==> src/rtl/control_cmd.sv <==
// control_cmd: INIT -> RUN -> DONE sequencer that counts prescaled ticks up to LIMIT.
// Ports:
//   iClock         rising-edge clock
//   iReset         asynchronous active-high reset
//   oPaseePorReset sticky flag, set by reset and never cleared by logic
//   oData          current count (0..LIMIT, never wraps)
//   oValid         one-cycle strobe accompanying each oData update
//   oState         INIT=00, RUN=01, DONE=10
`timescale 1ns/100ps
module control_cmd #(
  parameter int unsigned INIT_CYCLES = 8,
  parameter int unsigned PERIOD      = 4,
  parameter logic [31:0] LIMIT       = 32'd16
) (
  input  logic        iClock,
  input  logic        iReset,
  output logic        oPaseePorReset,
  output logic [31:0] oData,
  output logic        oValid,
  output logic [1:0]  oState
);
  typedef enum logic [1:0] {INIT = 2'b00, RUN = 2'b01, DONE = 2'b10} state_t;
  localparam logic [7:0]  INIT_LAST = 8'(INIT_CYCLES - 1);
  localparam logic [15:0] PER_LAST  = 16'(PERIOD - 1);
  state_t      r_state, w_next;
  logic [7:0]  r_init;
  logic [15:0] r_presc;
  logic [31:0] r_data;
  logic        r_valid, r_flag;
  logic        w_init_done, w_wrap, w_last;
  assign w_init_done = r_init == INIT_LAST;
  assign w_wrap      = r_state == RUN && r_presc == PER_LAST;
  // Leaving RUN on the update that reaches LIMIT is what keeps oData from wrapping.
  assign w_last      = r_data + 32'd1 == LIMIT;
  always_comb begin
    w_next = r_state;
    w_next = (r_state == INIT && w_init_done) ? RUN :
             (w_wrap && w_last)               ? DONE : r_state;
  end
  always_ff @(posedge iClock or posedge iReset) begin
    if (iReset) begin
      r_state <= INIT;
      r_init  <= '0;
      r_presc <= '0;
      r_data  <= '0;
      r_valid <= 1'b0;
      r_flag  <= 1'b1;
    end else begin
      r_state <= w_next;
      r_init  <= (r_state == INIT && !w_init_done) ? r_init + 8'd1 : '0;
      r_presc <= (r_state == RUN && !w_wrap) ? r_presc + 16'd1 : '0;
      r_data  <= w_wrap ? r_data + 32'd1 : r_data;
      r_valid <= w_wrap;
    end
  end
  assign oPaseePorReset = r_flag;
  assign oData          = r_data;
  assign oValid         = r_valid;
  assign oState         = r_state;
endmodule

==> config.mk <==
export PLATFORM = sky130hd
export DESIGN_NAME = control_cmd
export DESIGN_NICKNAME = d
export VERILOG_FILES = /design/src/rtl/control_cmd.sv
export SDC_FILE = /design/constraint.sdc
export NUM_CORES = 1
export LEC_CHECK = 0
export BUFFER_PORTS_ARGS = -buffer_cell sky130_fd_sc_hd__buf_2
export CORE_UTILIZATION = 35
export CTS_BUF_LIST = sky130_fd_sc_hd__clkbuf_8
export DETAILED_ROUTE_END_ITERATION = 6
export PLACE_DENSITY = 0.53
export SYNTH_ARGS = -nofsm -noshare
export SYNTH_HDL_FRONTEND = slang
export SYNTH_SLANG_ARGS = --single-unit
==> constraint.sdc <==
create_clock -name iClock -period 4 [get_ports iClock]
set_clock_uncertainty 0.2 [all_clocks]
set_input_delay 0.6 -clock iClock [delete_from_list [all_inputs] [get_ports iClock]]
set_output_delay 0.6 -clock iClock [all_outputs]
set_load 0.02 [all_outputs]
==> flow_summary.toml, run 1 <==
[worst_setup_path]
startpoint_type = "flip-flop"
endpoint = "oState[0]"
cp-startpoint = "oData[0]"
end_kind = "flip-flop"
required_ns = 4.03
r2r-start = "oData[0]"
crit_fanout = 9
rr_worst_depth = 8
r2r_end = "oState[0]"
arrival_ns = 3.12
reg2reg_slack_ns = 0.91
worstSetupPathType = "flip-flop to flip-flop"

[die]
pin_count = 38
die_y_um = 97.67
die-area_um2 = 9538
fp-row-count = 34
core_um2 = 8806
die_w_um = 97.67
start_util = 0.3637

[clocking]
root_buffer = "clkbuf_8"
postCtsHoldBufs = 0
clk_latency_ns = 0.33
cts.clk_slew.worst_paths_ns = 0.07
cts_tree = "done"
clock_sinks = 59
postCtsSetupBuffers = 0
cts_buffers = 9
h-tree-depth = 3
cts_max_path_buffers = 2
cts_resized = 0

[outcome]
violations = "DRC"
outcome = "finished with violations"

[routing]
drc = 2
drtIter0Drc = 97
antenna_left = 0
wl_per_cell_um = 14.58
wirelength_mm = 7.056
first_pass_iters = 6
viasPerCell = 5.153
vias = 2494

[synth]
synth_ff_type = "dfrtp_1"
avgSynthCellArea_um2 = 9.477
async_flop_share = 1.000
syn-cell-area_um2 = 3203
synth_warnings = 1
syn-num-nets = 343
synth.distinct_cells = 48
synth_edf_count = 0
syn_inst = 338
synth-seq-area-share = 0.4609
ys_seq_elements = 59

[pwr]
powerDensity_nw_per_um2 = 311.1
ir_worst_vdd_uv = 120.4
p_leak_uw = 0.001656

[layout]
multi_input_area_um2 = 1619
diodes = 0
syn2layout_area_growth_pct = 13.52
fin_nets = 376
fillers = 895
drive_gt1_frac = 0.1622
postLayoutCellArea_um2 = 3636
regArea_um2 = 1476

[timing]
fmax_mhz = 323.8
slew_headroom = 0.4211
setup_viol = 0
period_needed_ns = 3.089
rsz0062_at_grt = "no"
setup-tns-final_ns = 0
final.period_utilization = 0.7722
worst_slew_pin_slew_ns = 0.8671
hold_viol = 0
report.final.slew_viol_count = 0

[grt]
grt_max_degree = 44
grt_pass1_vias = 2538
grt_pass1_wl_mm = 12.41
antenna_found_initial = 0
grt_overflow = 0
grtUsageTotal = 0.1640

[placement]
buffer_ports.inserted = 36
gp_congestion = 0.7937
place_area_um2 = 3448
hpwl_mm = 5.021

[hold_path]
hold_class = "primary input to async pin"

[run]
cap_viol_max_count = 0
layout make-up:
cell class | instances | share of cell area
sequential | 59 | 0.4061
clock buffer | 10 | 0.03785
inverter | 6 | 0.006194
clock inverter | 6 | 0.01376
timing repair buffer | 38 | 0.05368
tap | 108 | 0.03716
multi-input combinational | 257 | 0.4453
cells in the final DEF (no fill, tap or decap), types with 2 or more instances in the layout:
master	Yosys	routed
nand3_1	28	28
a21oi_1	2	2
and2_1	2	2
nand2b_1	2	2
xnor2_1	31	31
a2111oi_0	2	2
dfrtp_1	59	59
ha_1	3	3
nor3_1	22	22
xor2_1	22	22
o2111ai_1	2	2
nor2_1	38	38
a21o_1	2	2
or4_4	2	2
mux2i_1	2	2
clkbuf_8	0	10
nand2_1	32	32
or3_1	6	6
o21ai_0	5	5
and3_1	10	10
or2_2	2	2
nor4_1	5	5
buf_4	3	2
inv_1	6	9
nand4_1	14	14
buf_2	5	36
nand4b_1	3	3
a2bb2oi_1	2	2
worst min path at each step:
stage | from | to | slack (ns) | cells past startpoint
floorplan | r_init[0] | r_init[0] | 0.23 | 1
global placement | r_init[0] | r_init[0] | 0.24 | 1
detailed placement | r_init[0] | r_init[0] | 0.25 | 1
CTS | r_init[0] | r_init[0] | 0.26 | 1
global route | r_init[0] | r_init[0] | 0.31 | 1
finish | iReset | r_presc[7] | 0.25 | 2
sequential cells by signal, summed over array words and instances (netlist names):
register,cells
oState,2
r_init,8
oData,32
oValid,1
r_presc,16
layer usage:
metal  up-vias  track usage  wire length (µm)  part of all wire
met5         -            0                 0                 0
met4         0      0.06876               100             0.014
met2        30       0.2591              3325              0.47
met3         7      0.03525               204             0.029
met1      1208       0.2171              3425              0.49
li1       1249            -                 -                 -
synthesized netlist by cell type (2+ instances only):
master     number  area share
or2_2           2      0.0039
nand2b_1        2      0.0039
and3_1         10       0.020
nand4b_1        3      0.0082
xor2_1         22       0.060
buf_2           5      0.0078
xnor2_1        31       0.085
mux2i_1         2      0.0063
a2111oi_0       2      0.0055
nor3_1         22       0.034
dfrtp_1        59        0.46
a21oi_1         2      0.0031
a2bb2oi_1       2      0.0055
nand3_1        28       0.044
o2111ai_1       2      0.0055
o21ai_0         5      0.0078
nand2_1        32       0.038
and2_1          2      0.0039
ha_1            3       0.012
nand4_1        14       0.027
nor4_1          5      0.0098
buf_4           3      0.0070
nor2_1         38       0.045
or3_1           6       0.012
inv_1           6      0.0070
or4_4           2      0.0070
a21o_1          2      0.0047
clkbuf_1        6      0.0070
where the power goes:
part / switching (µW) / internal (µW)
Clock: 226 / 295
Sequential: 0 / 597
Combinational: 12.3 / 1.07
Total: 239 / 893
critical path, cell delays in order (launching register included):
cell	delay (ns)
dfrtp_1	0.50
ha_1	0.34
nand4_1	0.12
or4_4	0.50
or4_4	0.58
nor4b_2	0.23
a2bb2oi_1	0.19
nand4_1	0.13
a21o_1	0.20
kinds of logic (layout without fill, tap and decap cells):
logic type,after synthesis,in the layout,synth area share
and+or+nand+nor,176,176,0.2895
buffers and inverters,22,60,0.03359
adders and majority gates,3,3,0.01172
xor gates and xnor gates,53,53,0.1449
DFF,59,59,0.4609
muxes,3,3,0.009766
AOI/OAI and AO/OA,21,21,0.04844
other,1,1,0.001171
stage by stage:
step	worst slack [ns]	hold WS, ns	total power [µW]	instances	utilization
floorplan	0.9449	0.2251	618.1	338	-
global placement	0.9931	0.2427	622.4	468	0.3916
detailed placement	0.9409	0.2469	622.8	468	0.3916
CTS	0.9363	0.2631	1153	484	0.4129
global route	0.7580	0.3055	1177	484	0.4129
finish	0.9113	0.2486	1131	484	0.4129
No activity file was read; power rests on OpenSTA's default activity.
==> run 2: changes to the inputs <==
--- a/config.mk
+++ b/config.mk
@@ -9,7 +9,7 @@
 export CORE_UTILIZATION = 35
 export CTS_BUF_LIST = sky130_fd_sc_hd__clkbuf_8
 export DETAILED_ROUTE_END_ITERATION = 6
-export PLACE_DENSITY = 0.53
+export PLACE_DENSITY = 0.54
 export SYNTH_ARGS = -nofsm -noshare
 export SYNTH_HDL_FRONTEND = slang
 export SYNTH_SLANG_ARGS = --single-unit
==> constraint.sdc (replaced) <==
create_clock -name iClock -period 2.5 [get_ports iClock]
set_clock_uncertainty 0.2 [all_clocks]
set_input_delay 0.375 -clock iClock [delete_from_list [all_inputs] [get_ports iClock]]
set_output_delay 0.375 -clock iClock [all_outputs]
set_load 0.02 [all_outputs]
==> run 2 against run 1 <==
Sequential power rose by 60%. Utilization up 5.8 points. Global-route usage up 1.1 points. The run ends with DRC, setup timing left. Flip-flop and latch count stayed put. Via count increased by 11%. Largest power group is now the clock network. Largest cell class unchanged. Final area up 14%. Die area did not move. Clock-buffer cell count stayed put.
==> flow_summary.toml, run 2 (synthesis results as in run 1) <==
[clocking]
h-tree-depth = 3
cts.clk_slew.worst_paths_ns = 0.07
cts_tree = "done"
cts_buffers = 9
clock_sinks = 59
clk_latency_ns = 0.34
cts_max_path_buffers = 2
root_buffer = "clkbuf_8"

[layout]
fin_nets = 423
instances_no_fill = 531
mostFrequentLayoutCells = "dfrtp_1 (48), buf_4 (47), buf_2 (36)"
largest_register_ffs = 32
diodes = 0
mostFrequentLayoutCell = "dfrtp_1"
postLayoutCellArea_um2 = 4148
syn2layout_area_growth_pct = 29.49
drive_gt1_frac = 0.3050

[timing]
hold_viol = 0
rsz0062_at_grt = "yes"
final.period_utilization = 1.039
fmax_mhz = 385.2
setup-tns-final_ns = -0.09637
report.final.slew_viol_count = 0
hold_slack_ns = 0.2549
worst_slack_ns = -0.09637
period_needed_ns = 2.596
setup_viol = 1

[routing]
viasPerCell = 5.198
first_pass_iters = 6
wirelength_mm = 7.622
vias = 2760
drc = 2
wl_per_cell_um = 14.35
antenna_left = 0
drtIter0Drc = 125

[grt]
grt_overflow = 0
grt_max_degree = 28
antenna_found_initial = 0
grt_pass1_vias = 2717
grt_pass1_wl_mm = 13.29
grtUsageTotal = 0.1749

[placement]
place_area_um2 = 3826
dp.cells = 512
gp_congestion = 0.8101
buffer_ports.inserted = 36
hpwl_mm = 5.603

[die]
core_um2 = 8806
die-area_um2 = 9538
die_w_um = 97.67
fp-row-count = 34
die_y_um = 97.67
start_util = 0.3637
pin_count = 38

[outcome]
outcome = "finished with violations"
violations = "DRC, setup timing"

[worst_setup_path]
cpMostUsedCell = "or4_4"
critical_path.slowest_cell = "or4_4"
startpoint_type = "flip-flop"
end_kind = "flip-flop"
reg2reg_slack_ns = -0.1
crit_chain = "nand4_4 -> or4_4 -> or4_4 -> nor4b_4 -> a2bb2oi_1 -> nand4_1 -> a21o_1"
cpPeakStageDelay_ns = 0.56
crit_fanout = 5
required_ns = 2.53
worstSetupPathType = "flip-flop to flip-flop"
arrival_ns = 2.62

[run]
cap_viol_max_count = 0

[pwr]
powerDensity_nw_per_um2 = 496.7
p_leak_uw = 0.001937
ir_worst_vdd_uv = 207.8
finalPower_uw = 2060

[hold_path]
hold_class = "flip-flop to flip-flop"
## run 2: worst paths after layout
path,startpoint,endpoint,cells after the start
setup / recovery,oData[7],oState[0],7
hold / removal,r_init[0],r_init[0],1
setup reg to reg,oData[7],oState[0],7
hold reg to reg,r_init[0],r_init[0],1
max in group asynchronous,iReset,oData[23],4
min in group asynchronous,iReset,r_presc[14],3
## run 2: timing repair
item,CTS,global route
endpoints found under the setup margin,2,15
setup buffers,2,0
pin swaps,3,3
hold buffers,1,0
hold endpoints to repair,18,0
cloned,0,0
resized for setup,3,9
## run 2: routing by layer
| metal | track usage | up-vias | share of wire |
|---|---|---|---|
| met5 | 0 | - | 0 |
| met4 | 0.06527 | 0 | 0.011 |
| met3 | 0.02590 | 8 | 0.035 |
| met2 | 0.2761 | 62 | 0.47 |
| met1 | 0.2424 | 1343 | 0.49 |
| li1 | - | 1347 | - |
## run 2: stage by stage
step                        util  setup WS, ns
after floorplan                -       -0.3596
after global placement    0.4345       -0.1484
after detailed placement  0.4345       -0.2031
after CTS                 0.4665      -0.08588
after global routing      0.4710       -0.2109
final                     0.4710      -0.09637
## run 2: worst max-delay path: cells and delay by family, from the launching register on
family | cells | cell delay, ns
AND/OR/NAND/NOR | 5 | 1.54
flip-flops | 1 | 0.39
AO/OA/AOI/OAI | 2 | 0.37
## run 2: area by class of cell
class	count	area [µm²]
clock inverter	6	103.9
inverter	6	22.52
fill	838	4658
clock buffer	10	137.6
multi-input combinational	257	1695
sequential	59	1490
tap	108	135.1
timing repair buffer	85	563.0
## run 2: where the power goes
part | leakage (µW) | internal (µW) | switching, µW
Sequential | 0.000789 | 954 | 0
Combinational | 0.00102 | 5.87 | 21.2
Clock | 0.000127 | 683 | 396
Total | 0.00194 | 1640 | 418
